<file path="config.mk">
export PLATFORM = sky130hd
export DESIGN_NAME = eth_type_demux
export DESIGN_NICKNAME = d
export VERILOG_FILES = /design/src/rtl/eth_type_demux.sv
export SDC_FILE = /design/constraint.sdc
export NUM_CORES = 1
export LEC_CHECK = 0
export CAP_MARGIN = 20
export CORE_AREA = 10 10 142 144
export DETAILED_ROUTE_END_ITERATION = 10
export DIE_AREA = 0 0 152 154
export PLACE_DENSITY_LB_ADDON = 0.12
export SYNTH_ARGS = -nofsm -noshare
export SYNTH_HDL_FRONTEND = slang
export SYNTH_SLANG_ARGS = --single-unit
</file>
<file path="constraint.sdc">
create_clock -name clk -period 2.62 [get_ports clk]
set_clock_uncertainty 0.15 [all_clocks]
set_input_delay 0.393 -clock clk [delete_from_list [all_inputs] [get_ports clk]]
set_output_delay 0.393 -clock clk [all_outputs]
set_load 0.005 [all_outputs]
</file>
<file path="src/rtl/eth_type_demux.sv">
// Ethertype steering stage: accepts one Ethernet frame at a time and forwards it whole to the
// ARP or IPv4 receive output, or sinks it when the ethertype matches neither.
module eth_type_demux #(
  parameter int          DATA_WIDTH  = 8,
  parameter bit          KEEP_ENABLE = (DATA_WIDTH > 8),
  parameter int          KEEP_WIDTH  = (DATA_WIDTH / 8),
  parameter logic [15:0] ARP_TYPE    = 16'h0806,
  parameter logic [15:0] IP_TYPE     = 16'h0800
) (
  input  logic                  clk,
  input  logic                  rst,

  input  logic                  s_eth_hdr_valid,
  output logic                  s_eth_hdr_ready,
  input  logic [47:0]           s_eth_dest_mac,
  input  logic [47:0]           s_eth_src_mac,
  input  logic [15:0]           s_eth_type,
  input  logic [DATA_WIDTH-1:0] s_eth_payload_axis_tdata,
  input  logic [KEEP_WIDTH-1:0] s_eth_payload_axis_tkeep,
  input  logic                  s_eth_payload_axis_tvalid,
  output logic                  s_eth_payload_axis_tready,
  input  logic                  s_eth_payload_axis_tlast,
  input  logic                  s_eth_payload_axis_tuser,

  output logic                  m_arp_eth_hdr_valid,
  input  logic                  m_arp_eth_hdr_ready,
  output logic [47:0]           m_arp_eth_dest_mac,
  output logic [47:0]           m_arp_eth_src_mac,
  output logic [15:0]           m_arp_eth_type,
  output logic [DATA_WIDTH-1:0] m_arp_eth_payload_axis_tdata,
  output logic [KEEP_WIDTH-1:0] m_arp_eth_payload_axis_tkeep,
  output logic                  m_arp_eth_payload_axis_tvalid,
  input  logic                  m_arp_eth_payload_axis_tready,
  output logic                  m_arp_eth_payload_axis_tlast,
  output logic                  m_arp_eth_payload_axis_tuser,

  output logic                  m_ip_eth_hdr_valid,
  input  logic                  m_ip_eth_hdr_ready,
  output logic [47:0]           m_ip_eth_dest_mac,
  output logic [47:0]           m_ip_eth_src_mac,
  output logic [15:0]           m_ip_eth_type,
  output logic [DATA_WIDTH-1:0] m_ip_eth_payload_axis_tdata,
  output logic [KEEP_WIDTH-1:0] m_ip_eth_payload_axis_tkeep,
  output logic                  m_ip_eth_payload_axis_tvalid,
  input  logic                  m_ip_eth_payload_axis_tready,
  output logic                  m_ip_eth_payload_axis_tlast,
  output logic                  m_ip_eth_payload_axis_tuser,

  output logic                  drop_frame,
  output logic [1:0]            state_dbg
);

  // Handshakes: a header or payload beat transfers on a rising edge where valid && ready are both 1;
  // valid never waits on ready, and a presented header holds its fields stable until it transfers.

  typedef enum logic [1:0] {
    IDLE    = 2'd0,
    FWD_ARP = 2'd1,
    FWD_IP  = 2'd2,
    DROP    = 2'd3
  } state_t;

  state_t state, state_next;

  logic [47:0]           dest_mac_reg;
  logic [47:0]           src_mac_reg;
  logic [15:0]           type_reg;
  logic                  arp_hdr_valid_reg;
  logic                  ip_hdr_valid_reg;
  logic                  drop_frame_reg;
  logic                  hdr_accept;
  logic                  is_arp;
  logic                  is_ip;
  logic [KEEP_WIDTH-1:0] keep_int;

  // A new header waits for both the previous frame's tail and the previous output header.
  assign s_eth_hdr_ready = !rst && (state == IDLE) && !arp_hdr_valid_reg && !ip_hdr_valid_reg;
  assign hdr_accept      = s_eth_hdr_valid && s_eth_hdr_ready;
  assign is_arp          = (s_eth_type == ARP_TYPE);
  assign is_ip           = (s_eth_type == IP_TYPE);

  always_comb begin
    state_next                    = state;
    s_eth_payload_axis_tready     = 1'b0;
    m_arp_eth_payload_axis_tvalid = 1'b0;
    m_ip_eth_payload_axis_tvalid  = 1'b0;
    case (state)
      IDLE: begin
        if (hdr_accept) begin
          if (is_arp)     state_next = FWD_ARP;
          else if (is_ip) state_next = FWD_IP;
          else            state_next = DROP;
        end
      end
      FWD_ARP: begin
        m_arp_eth_payload_axis_tvalid = s_eth_payload_axis_tvalid;
        s_eth_payload_axis_tready     = m_arp_eth_payload_axis_tready;
      end
      FWD_IP: begin
        m_ip_eth_payload_axis_tvalid = s_eth_payload_axis_tvalid;
        s_eth_payload_axis_tready    = m_ip_eth_payload_axis_tready;
      end
      DROP: begin
        s_eth_payload_axis_tready = 1'b1;
      end
      default: state_next = IDLE;
    endcase
    if (state != IDLE && s_eth_payload_axis_tvalid && s_eth_payload_axis_tready &&
        s_eth_payload_axis_tlast) begin
      state_next = IDLE;
    end
  end

  always_ff @(posedge clk) begin
    if (rst) begin
      state             <= IDLE;
      arp_hdr_valid_reg <= 1'b0;
      ip_hdr_valid_reg  <= 1'b0;
      drop_frame_reg    <= 1'b0;
    end else begin
      state             <= state_next;
      arp_hdr_valid_reg <= (arp_hdr_valid_reg && !m_arp_eth_hdr_ready) || (hdr_accept && is_arp);
      ip_hdr_valid_reg  <= (ip_hdr_valid_reg && !m_ip_eth_hdr_ready) || (hdr_accept && is_ip);
      drop_frame_reg    <= hdr_accept && !is_arp && !is_ip;
    end
  end

  // Header fields are shared by both outputs; only one header can be pending at a time.
  always_ff @(posedge clk) begin
    if (hdr_accept) begin
      dest_mac_reg <= s_eth_dest_mac;
      src_mac_reg  <= s_eth_src_mac;
      type_reg     <= s_eth_type;
    end
  end

  generate
    if (KEEP_ENABLE) begin : g_keep
      assign keep_int = s_eth_payload_axis_tkeep;
    end else begin : g_no_keep
      assign keep_int = '1;
    end
  endgenerate

  assign m_arp_eth_hdr_valid          = arp_hdr_valid_reg;
  assign m_arp_eth_dest_mac           = dest_mac_reg;
  assign m_arp_eth_src_mac            = src_mac_reg;
  assign m_arp_eth_type               = type_reg;
  assign m_arp_eth_payload_axis_tdata = s_eth_payload_axis_tdata;
  assign m_arp_eth_payload_axis_tkeep = keep_int;
  assign m_arp_eth_payload_axis_tlast = s_eth_payload_axis_tlast;
  assign m_arp_eth_payload_axis_tuser = s_eth_payload_axis_tuser;

  assign m_ip_eth_hdr_valid           = ip_hdr_valid_reg;
  assign m_ip_eth_dest_mac            = dest_mac_reg;
  assign m_ip_eth_src_mac             = src_mac_reg;
  assign m_ip_eth_type                = type_reg;
  assign m_ip_eth_payload_axis_tdata  = s_eth_payload_axis_tdata;
  assign m_ip_eth_payload_axis_tkeep  = keep_int;
  assign m_ip_eth_payload_axis_tlast  = s_eth_payload_axis_tlast;
  assign m_ip_eth_payload_axis_tuser  = s_eth_payload_axis_tuser;

  assign drop_frame = drop_frame_reg;
  assign state_dbg  = state;

endmodule

</file>
==> impl_results.md <==
* DR pass1 iterations at 4
* Clk pin slew, worst setup/hold paths at 0.05 ns
* Die Area at 23400 um^2
* CP max FO at 2
* Tmin final at 2.50 ns
* Drt via density at 3.91
* Boundary Pins at 386
* Drt wl/cell at 21.1 um
* Crit path DAT at 1.96 ns
* RR Startpoint: state_dbg[1]
* Yosys reg bits at 117
* CTS Buffer Depth at 2
* Hpwl dp at 13700 um
* Cts repair resizes at 0
* Mean post-synth cell area at 16.6 um^2
* # clock sinks at 117
* Yosys warnings at 0
* Initial core utilization at 0.272
* Crit start category: input pin
* Largest net degree at the start of global routing at 30
* Fin crit share at 0.955
* Post-synthesis cell area at 4680 um^2
* # hold bufs at CTS at 0
* Pins Over Slew Limit at 0
* Number of port buffers at 355
* Fin. Hold Viols at 0
* Share of cells above drive strength 1 at 0.0881
* Core footprint at 17200 um^2
* # fillers at 1493
* Clock latency on the worst-skew pair at 0.40 ns
* Layout Nets at 663
* ANT nets after route at 0
* Crit end category: output port
* P_leak at 2.86 nW
* Chip Height at 154 um
* Setup CP Type: input pin to output port
* Starting DRT DRC Count at 88
* Post-Synthesis Cells at 281
* Inserted Clock Buffers at 17
* Peak Freq at 400 MHz
* Detailed Route WL at 16200 um
* GR Overflow Total at 0
* Htree depth at 4
* Routed via count at 3009
* Synth cell types at 25
* CP startpoint: rst
* Setup TNS at 0 ns
* N_diodes at 0
* Hold path startpoint: state_dbg[1]
* Final instance area at 8150 um^2
* Worst Hold Class: flop to flop
* Finish-stage setup viols at 0
* Placed inst area at 7610 um^2
* Max rail drop VDD at 0.407 mV
* Setup Fix Bufs, Post-CTS at 0
* First-pass GRT wire length at 23500 um
* Pwr per Cell Area at 608 nW/um^2
* RSZ-0062 raised after global routing: false
* Row Count at 48
* TritonCTS clock tree: yes
* Status: finished clean
* Gr usage total at 0.134
* Initial antenna violation count at 1
* Hold WS at 0.379 ns
* CTS root buffer: clkbuf_16
* # Max-Cap Violations at 0
* DRC violations left at 0
* WP data required at 2.08 ns
* Final RePlAce weighted congestion at 0.802
* Synthesis-to-finish area growth at 74.3%
* Post-synthesis sequential area ratio at 0.741
* Number of global-route vias before repair at 3465
* Die W at 152 um
[final timing paths]
path	endpoint	slack, ns	cells past startpoint
min	state_dbg[1]	0.38	2
min reg2reg	state_dbg[1]	0.38	2
max	s_eth_hdr_ready	0.12	4
max reg2reg	m_arp_eth_dest_mac[30]	0.69	5
[synthesized netlist by cell type, drive strengths merged]
library cell | instances | share of area
a21o | 1 | 0.0016
a21oi | 3 | 0.0032
a31o | 1 | 0.0019
and3 | 2 | 0.0029
buf | 134 | 0.22
clkinv | 1 | 0.0019
conb | 1 | 0.00080
dfxtp | 5 | 0.021
edfxtp | 112 | 0.72
inv | 3 | 0.0024
nand2 | 2 | 0.0021
nand4 | 1 | 0.0027
nor2 | 5 | 0.0056
nor2b | 1 | 0.0013
nor3b | 1 | 0.0016
nor4 | 2 | 0.0027
nor4b | 1 | 0.0032
o21ai | 1 | 0.0019
o31ai | 1 | 0.0027
o32ai | 1 | 0.0019
or3 | 1 | 0.0013
or4 | 1 | 0.0024
[placed cells by master (no fill, tap or decap), types with 2 or more instances in the layout]
| master | synthesis | routed |
|---|---|---|
| dfxtp_1 | 5 | 5 |
| inv_1 | 3 | 3 |
| clkbuf_16 | 0 | 17 |
| clkinv_4 | 1 | 2 |
| a21oi_1 | 3 | 3 |
| buf_12 | 0 | 2 |
| edfxtp_1 | 112 | 112 |
| nor4_1 | 2 | 2 |
| clkinv_1 | 0 | 2 |
| clkdlybuf4s50_1 | 0 | 355 |
| buf_4 | 134 | 8 |
| clkinv_2 | 0 | 4 |
| nor2_1 | 4 | 4 |
| conb_1 | 1 | 2 |
| clkinvlp_4 | 0 | 5 |
[metrics by stage]
step | setup slack [ns] | instances | power, mW | utilization
finish | 0.118 | 770 | 4.96 | 0.475
global route | 0.0572 | 770 | 5.15 | 0.475
CTS | 0.105 | 770 | 5.04 | 0.475
detailed placement | 0.111 | 738 | 2.91 | 0.443
global placement | 0.115 | 738 | 2.91 | 0.443
floorplan | 0.477 | 282 | 2.45 | -
[kinds of logic (layout without fill, tap and decap cells)]
logic type / after synthesis / after routing / synth area share
flip-flops: 117 / 117 / 0.741
AND/OR/NAND/NOR: 17 / 17 / 0.0260
AO/OA/AOI/OAI: 8 / 8 / 0.0131
buffers and inverters: 138 / 401 / 0.219
other: 1 / 2 / 0.000802
[critical path: stages]
cell	delay (ns)
clkdlybuf4s50_1	0.44
or4_4	0.51
nor2_4	0.10
clkdlybuf4s50_1	0.51
[routing by layer]
| layer | global-route usage | share of wire | wire length, um | up-vias |
|---|---|---|---|---|
| li1 | - | - | - | 1363 |
| met1 | 0.125 | 0.34 | 5530 | 1413 |
| met2 | 0.246 | 0.55 | 8860 | 211 |
| met3 | 0.0678 | 0.10 | 1630 | 20 |
| met4 | 0.0500 | 0.012 | 198 | 2 |
| met5 | 0 | 0.00092 | 15 | - |
[area by class of cell]
class / instances / area [um^2] / share of cell area
Clock inverter: 14 / 113 / 0.0138
Sequential cell: 117 / 3460 / 0.425
Tap cell: 225 / 282 / 0.0345
Clock buffer: 18 / 429 / 0.0527
Inverter: 4 / 20.0 / 0.00246
Timing Repair Buffer: 365 / 3650 / 0.448
Multi-Input combinational cell: 27 / 190 / 0.0233
[power breakdown]
part | switching [mW] | total, mW | internal [mW]
combinational | 0.189 | 0.635 | 0.447
sequential | 0.0544 | 2.22 | 2.17
clock | 0.811 | 2.10 | 1.29
No activity file was read; power rests on OpenSTA's default activity.
